### src/rtl/tug_round_controller_pkg.sv
// Shared types and constants for the tug-of-war round controller.
package tug_round_controller_pkg;

  typedef enum logic [1:0] {
    IDLE = 2'd0,
    PLAY = 2'd1,
    DONE = 2'd2
  } state_t;

  localparam logic [1:0] WIN_NONE = 2'b00;
  localparam logic [1:0] WIN_P1   = 2'b01;
  localparam logic [1:0] WIN_P2   = 2'b10;

endpackage

### src/rtl/tug_round_controller_if.sv
// Press inputs and rope/score outputs of the round controller.
interface tug_round_controller_if #(
  parameter int NUM_LIGHTS = 9,
  parameter int SCORE_MAX  = 7
);
  localparam int PW = $clog2(NUM_LIGHTS);
  localparam int SW = $clog2(SCORE_MAX + 1);

  logic          p1_level;
  logic          p2_level;
  logic          start;
  logic          round_active;
  logic [PW-1:0] position;
  logic          move_left;
  logic          move_right;
  logic [1:0]    winner;
  logic [SW-1:0] p1_score;
  logic [SW-1:0] p2_score;

  modport master (
    output p1_level, p2_level, start,
    input  round_active, position, move_left, move_right, winner, p1_score, p2_score
  );

  modport slave (
    input  p1_level, p2_level, start,
    output round_active, position, move_left, move_right, winner, p1_score, p2_score
  );
endinterface

### src/rtl/tug_round_controller_press_gate.sv
// Rising-edge press detector with a post-press lockout window.
// press is combinational so the caller can register its effect on the same edge.
module press_gate #(
  parameter int LOCKOUT_CYCLES = 4
) (
  input  logic clk,
  input  logic reset,
  input  logic level,
  output logic press
);
  localparam int LW = $clog2(LOCKOUT_CYCLES + 1);

  logic          prev;
  logic [LW-1:0] lock;

  assign press = level && !prev && (lock == '0);

  // prev resets high so a key held through reset is not seen as a press
  always_ff @(posedge clk) begin
    if (reset) begin
      prev <= 1'b1;
      lock <= '0;
    end else begin
      prev <= level;
      if (press)
        lock <= LW'(LOCKOUT_CYCLES);
      else if (lock != '0)
        lock <= lock - LW'(1);
    end
  end
endmodule

### src/rtl/tug_round_controller.sv
// Referee for one tug-of-war round: arbitrates presses onto the rope position,
// sequences IDLE/PLAY/DONE and keeps saturating per-player scores.
module tug_round_controller
  import tug_round_controller_pkg::*;
#(
  parameter int NUM_LIGHTS     = 9,
  parameter int LOCKOUT_CYCLES = 4,
  parameter int SCORE_MAX      = 7
) (
  input  logic                   clk,
  input  logic                   reset,
  tug_round_controller_if.slave  bus
);
  localparam int PW = $clog2(NUM_LIGHTS);
  localparam int SW = $clog2(SCORE_MAX + 1);
  localparam logic [PW-1:0] CENTRE    = PW'((NUM_LIGHTS - 1) / 2);
  localparam logic [PW-1:0] NEAR_P2   = PW'(NUM_LIGHTS - 2);
  localparam logic [SW-1:0] SCORE_TOP = SW'(SCORE_MAX);

  logic p1_press;
  logic p2_press;

  press_gate #(.LOCKOUT_CYCLES(LOCKOUT_CYCLES)) u_gate_p1 (
    .clk   (clk),
    .reset (reset),
    .level (bus.p1_level),
    .press (p1_press)
  );

  press_gate #(.LOCKOUT_CYCLES(LOCKOUT_CYCLES)) u_gate_p2 (
    .clk   (clk),
    .reset (reset),
    .level (bus.p2_level),
    .press (p2_press)
  );

  state_t        state;
  logic [PW-1:0] pos;
  logic          mv_left;
  logic          mv_right;
  logic [1:0]    win;
  logic [SW-1:0] score1;
  logic [SW-1:0] score2;

  always_ff @(posedge clk) begin
    if (reset) begin
      state    <= IDLE;
      pos      <= CENTRE;
      mv_left  <= 1'b0;
      mv_right <= 1'b0;
      win      <= WIN_NONE;
      score1   <= '0;
      score2   <= '0;
    end else begin
      mv_left  <= 1'b0;
      mv_right <= 1'b0;
      case (state)
        IDLE: begin
          pos <= CENTRE;
          if (bus.start)
            state <= PLAY;
        end
        PLAY: begin
          // start takes priority; simultaneous presses cancel each other
          if (bus.start) begin
            pos <= CENTRE;
          end else if (p1_press && !p2_press) begin
            pos     <= pos - PW'(1);
            mv_left <= 1'b1;
            if (pos == PW'(1)) begin
              win   <= WIN_P1;
              state <= DONE;
              if (score1 != SCORE_TOP)
                score1 <= score1 + SW'(1);
            end
          end else if (p2_press && !p1_press) begin
            pos      <= pos + PW'(1);
            mv_right <= 1'b1;
            if (pos == NEAR_P2) begin
              win   <= WIN_P2;
              state <= DONE;
              if (score2 != SCORE_TOP)
                score2 <= score2 + SW'(1);
            end
          end
        end
        DONE: begin
          if (bus.start) begin
            pos   <= CENTRE;
            win   <= WIN_NONE;
            state <= PLAY;
          end
        end
        default: state <= IDLE;
      endcase
    end
  end

  assign bus.round_active = (state == PLAY);
  assign bus.position     = pos;
  assign bus.move_left    = mv_left;
  assign bus.move_right   = mv_right;
  assign bus.winner       = win;
  assign bus.p1_score     = score1;
  assign bus.p2_score     = score2;
endmodule

### src/flat_wrapper.sv
// flat-port wrapper written by rule: the top's interface ports become plain ports
module tug_round_controller_flat import tug_round_controller_pkg::*;
#(
  parameter int NUM_LIGHTS     = 9,
  parameter int LOCKOUT_CYCLES = 4,
  parameter int SCORE_MAX      = 7
)
  (clk, reset, bus_p1_level, bus_p2_level, bus_start, bus_round_active, bus_position, bus_move_left, bus_move_right, bus_winner, bus_p1_score, bus_p2_score);
  tug_round_controller_if #(.NUM_LIGHTS(NUM_LIGHTS), .SCORE_MAX(SCORE_MAX)) bus_i ();
  input  logic clk;
  input  logic reset;
  input wire logic [$bits(bus_i.p1_level)-1:0] bus_p1_level;
  input wire logic [$bits(bus_i.p2_level)-1:0] bus_p2_level;
  input wire logic [$bits(bus_i.start)-1:0] bus_start;
  output wire logic [$bits(bus_i.round_active)-1:0] bus_round_active;
  output wire logic [$bits(bus_i.position)-1:0] bus_position;
  output wire logic [$bits(bus_i.move_left)-1:0] bus_move_left;
  output wire logic [$bits(bus_i.move_right)-1:0] bus_move_right;
  output wire logic [$bits(bus_i.winner)-1:0] bus_winner;
  output wire logic [$bits(bus_i.p1_score)-1:0] bus_p1_score;
  output wire logic [$bits(bus_i.p2_score)-1:0] bus_p2_score;
  assign bus_i.p1_level = bus_p1_level;
  assign bus_i.p2_level = bus_p2_level;
  assign bus_i.start = bus_start;
  assign bus_round_active = bus_i.round_active;
  assign bus_position = bus_i.position;
  assign bus_move_left = bus_i.move_left;
  assign bus_move_right = bus_i.move_right;
  assign bus_winner = bus_i.winner;
  assign bus_p1_score = bus_i.p1_score;
  assign bus_p2_score = bus_i.p2_score;
  tug_round_controller #(.NUM_LIGHTS(NUM_LIGHTS), .LOCKOUT_CYCLES(LOCKOUT_CYCLES), .SCORE_MAX(SCORE_MAX)) u_core (.clk(clk), .reset(reset), .bus(bus_i));
endmodule
### config.mk
export PLATFORM = sky130hd
export DESIGN_NAME = tug_round_controller_flat
export DESIGN_NICKNAME = d
export VERILOG_FILES = /design/src/rtl/tug_round_controller_pkg.sv /design/src/rtl/tug_round_controller_if.sv /design/src/rtl/tug_round_controller_press_gate.sv /design/src/rtl/tug_round_controller.sv /design/src/flat_wrapper.sv
export SDC_FILE = /design/constraint.sdc
export NUM_CORES = 1
export LEC_CHECK = 0
export BUFFER_PORTS_ARGS = -buffer_cell sky130_fd_sc_hd__buf_4
export CAP_MARGIN = 20
export CORE_MARGIN = 2
export CORE_UTILIZATION = 51
export CTS_CLUSTER_SIZE = 25
export DETAILED_ROUTE_END_ITERATION = 6
export PLACE_DENSITY = 0.73
export SYNTH_ARGS = -nofsm -noshare
export SYNTH_HDL_FRONTEND = slang
export SYNTH_HIERARCHICAL = 1
export SYNTH_SLANG_ARGS = --single-unit
### constraint.sdc
create_clock -name clk -period 4.15 [get_ports clk]
set_input_delay 0.415 -clock clk [delete_from_list [all_inputs] [get_ports clk]]
set_output_delay 0.415 -clock clk [all_outputs]
set_load 0.03 [all_outputs]
==> qor.csv <==
stage;metric;value;unit
status;status;complete, no violations;
floorplanning;die_h;54.83;microns
grt;grt_max_degree;29;
worst_hold_path;holdPathEnd;u_core/u_gate_p2/prev;
worst_hold_path;min_from;bus_p2_level;
logic_synthesis;yosysSeqAreaShare;0.3647;
routing;routed_via_density;5.397;
routing;postRouteAntennaNets;0;
sta;hold_viol_final;0;
worst_setup_path;crit_chain;inv_1 -> ha_1 -> nor2b_2 -> and2_1 -> ha_1 -> or4b_1 -> a222oi_1 -> xor2_1 -> and2_1;
worst_hold_path;holdPathStages;2;
floorplanning;dieArea;3006;sq um
clock_network;cts_setup_buffers;0;
final_layout;areaGrowthSynthToFinish;15.48;%
clock_network;clk_latency;310;ps
placed_design;dpl_cell_area;1485;sq um
power;p_sw_frac;0.3117;
floorplanning;io_pins;20;
grt;gr-usage-all-layers;0.1839;
routing;routedWlPerCell;13.09;microns
final_layout;diodes;0;
power;switchingPower;180.9;uW
power;irDropWorstVdd;0.2491;mV
clock_network;cts_tree;yes;
logic_synthesis;async_flop_share;0;
clock_network;post_cts_resize_count;0;
worst_setup_path;end_kind;register;
sta;fin_skew;5.651;ps
logic_synthesis;synth_top_flop_cell;dfxtp_1;
placed_design;dp_slack;1504;ps
grt;first_global_vias;913;
clock_network;clk_pin_slew_worst_paths;130;ps
routing;drc_errors;0;
clock_network;cts_sinks;24;
worst_setup_path;path_max_fanout;12;
logic_synthesis;synth_cells;134;
floorplanning;core_area;2455;sq um
clock_network;cts_buffers;3;
floorplanning;rows;18;
power;power_density;381.5;nW/um^2
sta;tightest_slew;480.8;ps
worst_setup_path;worstSetupStartpointType;register;
grt;antenna_found_initial;0;
logic_synthesis;synth-edff-count;0;
sta;rsz0062_at_grt;no;
final_layout;nets;173;
power;pwr-share-seq;0.489;
worst_setup_path;cp.arrival;2920;ps
routing;dr.pass1.iters;4;
logic_synthesis;synth.area.top_cells;dfxtp_1 36%, ha_1 12%, mux2i_1 5.3%, nor2_1 4.3%, nand4bb_1 3.4%;
worst_setup_path;worstPathRequired;4370;ps
sta;final-setup-viol-count;0;
placed_design;dpl.hpwl;1.784;mm
sta;tns;0;ps
floorplanning;initial_core_util;0.5367;
power;p_comb_frac;0.301;
worst_setup_path;crit_type;register to register;
clock_network;clockBufferDepth;2;
sta;hold_ws;298.3;ps
power;intPower;399.5;uW
sta;slew_headroom;0.6788;
grt;gr-total-overflow;0;
final_layout;layout-drive-gt1-share;0.2078;
flow_run;maxCapViolCount;0;
clock_network;htreeDepth;1;
logic_synthesis;netlist_area;1318;sq um
clock_network;root_buffer;clkbuf_4;
worst_setup_path;max_stage_delay;490;ps
power;clock_power_share;0.210;
sta;finalCriticalPeriod;2696;ps
logic_synthesis;syn-num-nets;152;
routing;dr.first_iter.drc_count;13;
routing;routed_wirelength;2.408;mm
placed_design;port_buffers;19;
floorplanning;chipWidth;54.83;microns
logic_synthesis;yosys_warnings;6;
sta;fin_crit_sh;0.6497;
sta;final_max_slew_viol_count;0;
power;power_leakage;0.0006565;uW
logic_synthesis;synth.distinct_cells;38;
clock_network;cts_hold_buffers;0;
worst_setup_path;r2r_end;u_core/bus.position[3];
worst_hold_path;min_path_type;primary input to register;
logic_synthesis;yosysTopAreaCellShare;0.3647;
logic_synthesis;syn_area_per_cell;9.832;sq um
sta;timing.fmax;370.9;MHz
final_layout;fin_area;1521;sq um
worst_setup_path;regToRegSetupSlack;1450;ps
worst_setup_path;rr_worst_depth;9;
worst_setup_path;r2r-start;u_core/u_gate_p1/lock[0];
sta;fin_ws;1454;ps
grt;grt_pass1_wl;3.974;mm
routing;num_vias;993;
worst_setup_path;slowest_stage;or4b_1;
logic_synthesis;synth.largest_area_cell;dfxtp_1;
logic_synthesis;synth-seq-cells;24;
placed_design;place_congestion;0.7703;
==> placed cells by master (no fill, tap or decap), types with 2 or more instances in the layout <==
master / count
dfxtp_1: 24
buf_4: 19
nor2_1: 15
ha_1: 13
inv_1: 8
nor2b_1: 7
mux2i_1: 7
nand3b_1: 5
and2_1: 4
nand4bb_1: 4
clkbuf_4: 3
xor2_1: 3
a21oi_1: 3
nor4b_1: 2
nor3_1: 2
nand4b_1: 2
nand2b_1: 2
xnor2_1: 2
a22oi_1: 2
nor2b_2: 2
or2_1: 2
o22ai_1: 2
or2_2: 2
o32ai_2: 2
and3b_1: 2
o31a_1: 2
==> flip-flops by register name, indices dropped and copies added, names as in the netlist <==
| signal | cells |
|---|---|
| u_core/bus.move_left | 1 |
| u_core/bus.move_right | 1 |
| u_core/bus.p1_score | 3 |
| u_core/bus.p2_score | 3 |
| u_core/bus.position | 4 |
| u_core/bus.winner | 2 |
| u_core/state | 2 |
| u_core/u_gate_p1/lock | 3 |
| u_core/u_gate_p1/prev | 1 |
| u_core/u_gate_p2/lock | 3 |
| u_core/u_gate_p2/prev | 1 |
==> critical path: cells and delay by family (launching register included) <==
kind            cells  cell delay (ps)
buf+inv             1               80
simple gates        4             1060
flops               1              350
fa+ha+maj           2              650
xor+xnor            1              100
compound gates      1              370
==> area by class of cell <==
cell class | count | area (sq um)
Fill cell | 218 | 933.4
Multi-Input combinational cell | 99 | 794.5
Sequential cell | 24 | 480.5
Timing Repair Buffer | 19 | 142.6
Tap cell | 30 | 37.54
Clock buffer | 4 | 36.28
Inverter | 8 | 30.03
==> power groups by stage <==
stage	clock (uW)	combinational (uW)	sequential (uW)
3_5_place_dp	0	174	289
4_1_cts	128	175	284
5_1_grt	136	197	290
6_report	122	175	284
3_3_place_gp	0	165	285
2_1_floorplan	0	141	282
==> worst max path at each step <==
stage / from / to / slack, ps / cells past startpoint
floorplan: u_core/u_gate_p2/lock[0] / u_core/bus.winner[0] / 1870 / 11
global placement: u_core/u_gate_p2/lock[0] / u_core/bus.winner[0] / 1620 / 10
detailed placement: u_core/u_gate_p1/lock[0] / u_core/bus.position[3] / 1500 / 9
CTS: u_core/u_gate_p1/lock[0] / u_core/bus.winner[0] / 1470 / 9
global route: u_core/u_gate_p1/lock[0] / u_core/bus.winner[0] / 1210 / 9
finish: u_core/u_gate_p1/lock[0] / u_core/bus.position[3] / 1450 / 9
==> metrics by stage <==
step / utilization / total power, uW / std cells
2_1_floorplan: - / 422.9 / 134
3_5_place_dp: 0.6050 / 462.7 / 180
3_3_place_gp: 0.6050 / 449.8 / 180
5_1_grt: 0.6198 / 623.3 / 184
4_1_cts: 0.6198 / 586.2 / 184
6_report: 0.6198 / 580.4 / 184
==> per-layer routing <==
metal,part of all wire,routed length (microns),global-route usage,up-vias
met5,0,0,0,-
met2,0.46,1107,0.2976,16
li1,-,-,-,516
met3,0.037,90,0.02732,2
met4,0.0050,12,0.07500,0
met1,0.50,1197,0.2417,459
==> cell usage after synthesis, types with 3 or more instances <==
cell type and n:
nor2_1 15, mux2i_1 7, nand3b_1 5, xor2_1 3, inv_1 8, dfxtp_1 24
nor2b_1 7, a21oi_1 3, nand4bb_1 4, ha_1 13, and2_1 4
==> cells by family (layout without fill, tap and decap cells) <==
| family | count (synthesis) | in the layout | share of synthesized area |
|---|---|---|---|
| compound gates | 16 | 16 | 0.1073 |
| xor+xnor | 5 | 5 | 0.03324 |
| fa+ha+maj | 13 | 13 | 0.1235 |
| simple gates | 58 | 58 | 0.2858 |
| buf+inv | 11 | 31 | 0.03229 |
| mux | 7 | 7 | 0.05318 |
| flops | 24 | 24 | 0.3647 |
Note: power is estimated with default switching activity, not from simulation.
